`config.mk`:
```
export PLATFORM = sky130hd
export DESIGN_NAME = hazard_scoreboard
export DESIGN_NICKNAME = d
export VERILOG_FILES = /design/src/rtl/hazard_scoreboard.sv
export SDC_FILE = /design/constraint.sdc
export NUM_CORES = 1
export LEC_CHECK = 0
export CAP_MARGIN = 20
export CORE_MARGIN = 10
export CORE_UTILIZATION = 50
export CTS_BUF_LIST = sky130_fd_sc_hd__clkbuf_4
export DETAILED_ROUTE_END_ITERATION = 8
export PLACE_DENSITY_LB_ADDON = 0.15
export SETUP_SLACK_MARGIN = 0.4
export SKIP_CTS_REPAIR_TIMING = 1
export SYNTH_ARGS = -nofsm -noshare
export SYNTH_HDL_FRONTEND = slang
export SYNTH_SLANG_ARGS = --single-unit
```
`constraint.sdc`:
```
create_clock -name CLK -period 2.8 [get_ports CLK]
set_clock_uncertainty 0.2 [all_clocks]
set_input_delay 0.56 -clock CLK [delete_from_list [all_inputs] [get_ports CLK]]
set_output_delay 0.56 -clock CLK [all_outputs]
set_load 0.05 [all_outputs]
```
`src/rtl/hazard_scoreboard.sv`:
```
`default_nettype none
// ============================================================================
// Module      : hazard_scoreboard
// Description : Data-hazard unit beside the decode stage. Tracks in-flight
//               destination registers from EX (entry 0) to WB (entry
//               PIPE_DEPTH-1), stalls decode when an operand is not yet
//               available, optionally produces forwarding selects, and keeps
//               a saturating stall-cycle counter.
// Build macro : HAZARD_FORWARD_EN - when defined, only load-use stalls and
//               FWD_SRCn_SEL select the youngest matching entry (index + 1);
//               when undefined, any pending match stalls and FWD_* read 0.
// Ports       : CLK, RESET (sync, active-high)
//               DE_VALID, DE_SRC1, DE_SRC2, DE_RD, DE_TYPE, DE_IS_LOAD - decode
//               FLUSH            - squash decode and all tracked stages
//               STALL_PROCESSOR  - hold PC and IF/DE, bubble into EX
//               FWD_SRC1_SEL/FWD_SRC2_SEL - 0 = register file, k = entry k-1
//               STALL_COUNT      - saturating count of stalled cycles
// Type codes  : R=0 I=1 S=2 B=3 U=4 J=5
// Revision    : 1.0 - initial release
// ============================================================================
module hazard_scoreboard #(
    parameter int PIPE_DEPTH = 3,
    parameter int REG_AW     = 5,
    parameter int TYPE_W     = 3,
    parameter int SEL_W      = 2,
    parameter int CNT_W      = 16
) (
    input  logic              CLK,
    input  logic              RESET,
    input  logic              DE_VALID,
    input  logic [REG_AW-1:0] DE_SRC1,
    input  logic [REG_AW-1:0] DE_SRC2,
    input  logic [REG_AW-1:0] DE_RD,
    input  logic [TYPE_W-1:0] DE_TYPE,
    input  logic              DE_IS_LOAD,
    input  logic              FLUSH,
    output logic              STALL_PROCESSOR,
    output logic [SEL_W-1:0]  FWD_SRC1_SEL,
    output logic [SEL_W-1:0]  FWD_SRC2_SEL,
    output logic [CNT_W-1:0]  STALL_COUNT
);

    localparam logic [TYPE_W-1:0] c_TYPE_R = TYPE_W'(0);
    localparam logic [TYPE_W-1:0] c_TYPE_I = TYPE_W'(1);
    localparam logic [TYPE_W-1:0] c_TYPE_S = TYPE_W'(2);
    localparam logic [TYPE_W-1:0] c_TYPE_B = TYPE_W'(3);
    localparam logic [TYPE_W-1:0] c_TYPE_U = TYPE_W'(4);
    localparam logic [TYPE_W-1:0] c_TYPE_J = TYPE_W'(5);

    // Pipe state: entry 0 = EX ... entry PIPE_DEPTH-1 = WB
    logic [PIPE_DEPTH-1:0] r_valid;
    logic [PIPE_DEPTH-1:0] r_load;
    logic [REG_AW-1:0]     r_rd [PIPE_DEPTH];
    logic [CNT_W-1:0]      r_count;

    logic                  w_use1;
    logic                  w_use2;
    logic                  w_writes;
    logic [PIPE_DEPTH-1:0] w_m1;
    logic [PIPE_DEPTH-1:0] w_m2;
    logic                  w_stall;
    logic                  w_issue;

    // Operand usage and destination write by instruction type
    assign w_use1   = (DE_TYPE == c_TYPE_R) || (DE_TYPE == c_TYPE_I) ||
                      (DE_TYPE == c_TYPE_S) || (DE_TYPE == c_TYPE_B);
    assign w_use2   = (DE_TYPE == c_TYPE_R) || (DE_TYPE == c_TYPE_S) ||
                      (DE_TYPE == c_TYPE_B);
    assign w_writes = (DE_TYPE == c_TYPE_R) || (DE_TYPE == c_TYPE_I) ||
                      (DE_TYPE == c_TYPE_U) || (DE_TYPE == c_TYPE_J);

    generate
        for (genvar i = 0; i < PIPE_DEPTH; i++) begin : g_match
            assign w_m1[i] = w_use1 && r_valid[i] && (r_rd[i] == DE_SRC1) &&
                             (DE_SRC1 != '0);
            assign w_m2[i] = w_use2 && r_valid[i] && (r_rd[i] == DE_SRC2) &&
                             (DE_SRC2 != '0);
        end
    endgenerate

`ifdef HAZARD_FORWARD_EN
    logic [SEL_W-1:0] w_idx1;
    logic [SEL_W-1:0] w_idx2;

    // Scan oldest to youngest so the lowest matching index is left standing
    always_comb begin
        w_idx1 = '0;
        w_idx2 = '0;
        for (int i = PIPE_DEPTH - 1; i >= 0; i--) begin
            if (w_m1[i]) w_idx1 = SEL_W'(i);
            if (w_m2[i]) w_idx2 = SEL_W'(i);
        end
    end

    // A match at entry 0 is by definition the youngest; load data is not
    // ready until the next stage, so that is the only unforwardable case.
    assign w_stall = DE_VALID && !FLUSH &&
                     ((w_m1[0] && r_load[0]) || (w_m2[0] && r_load[0]));

    assign FWD_SRC1_SEL = (FLUSH || !(|w_m1)) ? '0 : w_idx1 + SEL_W'(1);
    assign FWD_SRC2_SEL = (FLUSH || !(|w_m2)) ? '0 : w_idx2 + SEL_W'(1);
`else
    logic w_unused_load;

    // Without forwarding the register file is the only source, and it has no
    // write-through, so any pending writer (including WB) blocks decode.
    assign w_stall       = DE_VALID && !FLUSH && ((|w_m1) || (|w_m2));
    assign FWD_SRC1_SEL  = '0;
    assign FWD_SRC2_SEL  = '0;
    assign w_unused_load = |r_load;
`endif

    assign w_issue         = DE_VALID && !w_stall && !FLUSH;
    assign STALL_PROCESSOR = w_stall;
    assign STALL_COUNT     = r_count;

    always_ff @(posedge CLK) begin
        if (RESET) begin
            r_valid <= '0;
            r_load  <= '0;
            for (int i = 0; i < PIPE_DEPTH; i++) r_rd[i] <= '0;
        end else if (FLUSH) begin
            r_valid <= '0;
            r_load  <= '0;
        end else begin
            for (int i = PIPE_DEPTH - 1; i > 0; i--) begin
                r_valid[i] <= r_valid[i-1];
                r_load[i]  <= r_load[i-1];
                r_rd[i]    <= r_rd[i-1];
            end
            // Stores and branches enter as bubbles: they produce no rd
            r_valid[0] <= w_issue && w_writes;
            r_load[0]  <= w_issue && DE_IS_LOAD;
            r_rd[0]    <= DE_RD;
        end
    end

    always_ff @(posedge CLK) begin
        if (RESET) begin
            r_count <= '0;
        end else if (w_stall && (r_count != '1)) begin
            r_count <= r_count + CNT_W'(1);
        end
    end

endmodule
`default_nettype wire

```
After elaboration in Yosys (flattened, before gate mapping)
Memory sizes are Yosys's and may differ from the RTL's.
Cells that the tools add are included.
{"block": "word_totals", "mem_bits_rw": 15, "mem_count": 1, "ff_bits": 19, "in_bits": 23, "output_inout_bits": 21}
{"memory": "r_rd", "depth": 3, "word_bits": 5, "read_ports": 3, "rd_ports_with_merged_regs": 0, "write_ports": 3, "line": "53", "text": "logic [REG_AW-1:0] r_rd [PIPE_DEPTH];"}
{"block": "classes", "bitwise": 3, "n_reduce_logical": 40, "addsub": 1, "mux": 8, "eq_ne": 12}
{"operator": "$eq 5x5->1", "count": 6}
{"operator": "$logic_and 1x1->1", "count": 24}
{"operator": "$add 16x1->16 const B", "count": 1}
{"operator": "$ne 16x16->1 const B", "count": 1}
{"operator": "$mux 5", "count": 3}
{"operator": "$reduce_bool 5->1", "count": 2}
{"operator": "$logic_or 1x1->1", "count": 8}
{"operator": "$eq 3x2->1 const B", "count": 2}
{"operator": "$eq 3x3->1 const B", "count": 2}
{"operator": "$reduce_or 3->1", "count": 2}
{"operator": "$mux 1", "count": 5}
{"operator": "$eq 3x1->1 const B", "count": 1}
{"operator": "$logic_not 3->1", "count": 1}
{"operator": "$or 1x1->1", "count": 3}
{"operator": "$logic_not 1->1", "count": 2}
{"operator": "$reduce_or 2->1", "count": 1}

Logic depth before layout (Yosys ltp)
{"block": "logic_depth", "word_depth": 14, "ltp_mapped": 9, "ltp_nobuf": 7}

Least setup slack after synthesis
No wires, ideal clock.
{"block": "synth_timing", "path_kind": "input to output", "startpoint": "in DE_SRC1[3]", "endpoint": "out STALL_PROCESSOR", "required_ns": 2.040, "path_slack_ns": -0.090, "path_buffers": 0, "arrival_time_ns": 2.130, "cell_stages": 5, "path_cell_list": "xor2_1 > nor4_2 > nand3_1 > a31o_2 > a21oi_1"}
{"block": "synth_between", "elab_chain_cells": 6}
{"element": "from (decl)", "line": "31", "text": "input logic [REG_AW-1:0] DE_SRC1,"}
{"element": "$eq 5x5->1", "line": "74", "text": "assign w_m1[i] = w_use1 && r_valid[i] && (r_rd[i] == DE_SRC1) &&"}
{"element": "$logic_and 1x1->1 (2 in series)", "line": "74"}
{"element": "$reduce_or 3->1 *", "line": "107", "text": "assign w_stall = DE_VALID && !FLUSH && ((|w_m1) || (|w_m2));"}
{"element": "$logic_or 1x1->1 *", "line": "107"}
{"element": "$logic_and 1x1->1 *", "line": "107"}
{"element": "to (decl)", "line": "37", "text": "output logic STALL_PROCESSOR,"}
Mark *: on every way between the ends. The rest lies on a longest branch, timed or not.

==> flow_summary_export.csv <==
group,metric,value,unit
logic_synthesis,netlist_instances,189,
sta,hold_viol_final,0,
floorplanning,num_io_pins,44,
finish,layout-drive-gt1-share,30.2,%
power,leakagePower,1.22,nW
power,p_sw_share,25.5,%
critical_path,worst_path_largest_cell_delay,470,ps
cts,cts-root-buf,"clkbuf_4",
power,finalPower,1.07,mW
cts,clk_pin_slew_worst_paths,100,ps
finish,nets,278,
cts,htree_levels,2,
global_route,grt_pass1_wl,7850,um
sta,finalSetupViolations,1,
sta,period_share,104,%
logic_synthesis,ys_seq_elements,34,
logic_synthesis,netlist_area,1860,um2
cts,insertion_delay,360,ps
cts,clock_path_buffers,2,
critical_path,end_kind,"primary output",
critical_path,slowest_stage,"edfxtp_1",
finish,syn_to_final_growth,53.6,%
finish,final_cell_mix,"xor2_1 (25), buf_4 (20), clkdlybuf4s50_1 (19), and2_1 (18), dlymetal6s2s_1 (18)",
logic_synthesis,ys_warn_count,0,
sta,fmax,342,MHz
cts,tritoncts,"yes",
floorplanning,start_util,51.3,%
logic_synthesis,synth_cell_types,35,
critical_path,worstSetupStartpoint,"r_rd[0][1]",
routing,drt_first_pass_iters,4,
floorplanning,core_area,3630,um2
sta,slew_violations,0,
global_route,grt_max_degree,18,
place,place.gp.congestion,0.856,
power,combinationalPowerShare,13.5,%
floorplanning,die_y,81.1,um
logic_synthesis,postSynthAreaPerCell,9.86,um2
global_route,grt_pass1_vias,1696,
critical_path,path_class,"register to primary output",
cts,cts.sinks,34,
flow_run,cap_violations,0,
hold_path,hold_class,"register to register",
place,portBuffers,38,
critical_path,critPathArrivalTime,2160,ps
global_route,grt_util_all_layers,15.1,%
sta,slew_headroom,47.5,%
global_route,overflow,0,
global_route,grt_antenna_before_repair,0,
sta,finalSetupTns,-124,ps
sta,tightest_slew,785,ps
routing,wl,5610,um
routing,postRouteAntennaNets,0,
power,seqPwrFrac,51.3,%
place,place_hpwl,3600,um
run_status,status,"finished, violations left",
power,p_int,0.799,mW
power,p_clk_share,35.2,%
finish,final_cells,303,
routing,routed_via_density,5.79,
floorplanning,die-area,6570,um2
critical_path,worstReg2RegStart,"r_rd[0][1]",
floorplanning,dieWidth,81.1,um
sta,fin_ws,-124,ps
routing,vias,1754,
routing,drc,0,
sta,fin_crit,2920,ps
floorplanning,num_rows,22,
power,ir_drop,0.324,mV
routing,wl_per_cell,18.5,um
hold_path,hold_start,"STALL_COUNT[6]",
finish,n_antenna_cell,0,
logic_synthesis,ys_seq_area_share,44.6,%
critical_path,setup.worst_path.start_class,"register",
critical_path,crit_family,"flip-flops",
power,p_sw,0.274,mW
critical_path,cp.required,2040,ps
sta,rsz0062_at_grt,"true",
run_status,violations,"setup timing",
cts,cts_buffers,5,
finish,mostFrequentLayoutCell,"xor2_1",
critical_path,path_cells,"xor2_1, nor4_2, nand3_1, a31o_2, buf_6, a21oi_4, buf_12",
routing,drt-initial-drc-count,152,
critical_path,critPathBufInv,2,
place,placedCellCount,286,
power,power_per_cell_area,375,nW/um2
critical_path,worstPathMaxFanout,3,
==> tightest hold or removal path, cell delays in order (launching register included) <==
cell	delay (ps)
dfxtp_2	360
o31ai_4	60
a21oi_2	50
==> logic make-up after synthesis <==
| group | after synthesis | share of synthesized area (%) |
|---|---|---|
| adders and majority gates | 1 | 0.671 |
| other | 1 | 0.201 |
| muxes | 1 | 0.537 |
| xor gates and xnor gates | 34 | 16.0 |
| and+or+nand+nor | 74 | 23.3 |
| DFF | 34 | 44.6 |
| AOI/OAI and AO/OA | 33 | 11.1 |
| buffers and inverters | 11 | 3.62 |
==> layout make-up <==
cell class,count,area (um2)
Clock inverter,2,37.5
Timing Repair Buffer,64,653
Inverter,2,7.51
Clock buffer,6,45.0
Tap cell,48,60.1
Fill cell,238,771
Sequential cell,34,843
Multi-Input combinational cell,147,1220
==> layer usage <==
metal | GRT usage [%] | vias up | wire length, um
met5 | 0 | - | 0
met4 | 4.67 | 0 | 118
met3 | 5.41 | 13 | 476
met2 | 25.1 | 75 | 2800
met1 | 18.0 | 856 | 2210
li1 | - | 810 | -
==> power groups by stage <==
stage / combinational, mW / clock, mW / sequential [mW]
floorplan: 0.0735 / 0 / 0.557
global placement: 0.125 / 0 / 0.561
detailed placement: 0.129 / 0 / 0.562
CTS: 0.129 / 0.378 / 0.551
global route: 0.155 / 0.405 / 0.553
finish: 0.145 / 0.378 / 0.551
==> sequential cells by signal, summed over array words and instances (netlist names) <==
name,count
STALL_COUNT,16
r_valid,3
r_rd,15
==> through the flow <==
step                area [um2]  worst slack, ps  hold WS, ps  utilization, %
floorplan                 1920              290          252               -
global placement          2430             -394          278            67.0
detailed placement        2430             -651          276            67.0
CTS                       2520             -498          302            69.2
global route              2860             -210          311            78.8
finish                    2860             -124          299            78.8
==> cell usage after synthesis <==
master     number  area, um2
xnor2_1         9       78.8
or3_1           2       12.5
a2111oi_0       1       8.76
nor2b_1         1       6.26
and4_1          1       8.76
nor4_1          6       37.5
edfxtp_1       15        450
or4b_1          1       10.0
a211oi_1        1       7.51
o21ai_0         1       5.00
o41ai_1         1       8.76
a21o_1          1       7.51
o21bai_1        1       7.51
nand3_1        11       55.1
nand4_1         4       25.0
dfxtp_1        19        380
nand2_1         8       30.0
or2_2           1       6.26
clkbuf_1        3       11.3
a31o_2          2       17.5
nor2_1          8       30.0
or4_1          10       75.1
mux2i_1         1       10.0
buf_4           5       37.5
ha_1            1       12.5
conb_1          1       3.75
inv_1           2       7.51
o31ai_1         8       60.1
and2_1         18        113
a21oi_1        14       70.1
o21ai_1         3       15.0
buf_6           1       11.3
xor2_1         25        219
nand2b_1        2       12.5
nor4_2          1       12.5
==> final timing paths <==
| check | slack [ps] | depth (start not counted) | end |
|---|---|---|---|
| setup / recovery | -120 | 7 | STALL_PROCESSOR |
| hold / removal | 300 | 2 | STALL_COUNT[6] |
| setup reg to reg | 10 | 9 | STALL_COUNT[9] |
| hold reg to reg | 300 | 2 | STALL_COUNT[6] |
Note: power is estimated with default switching activity, not from simulation.
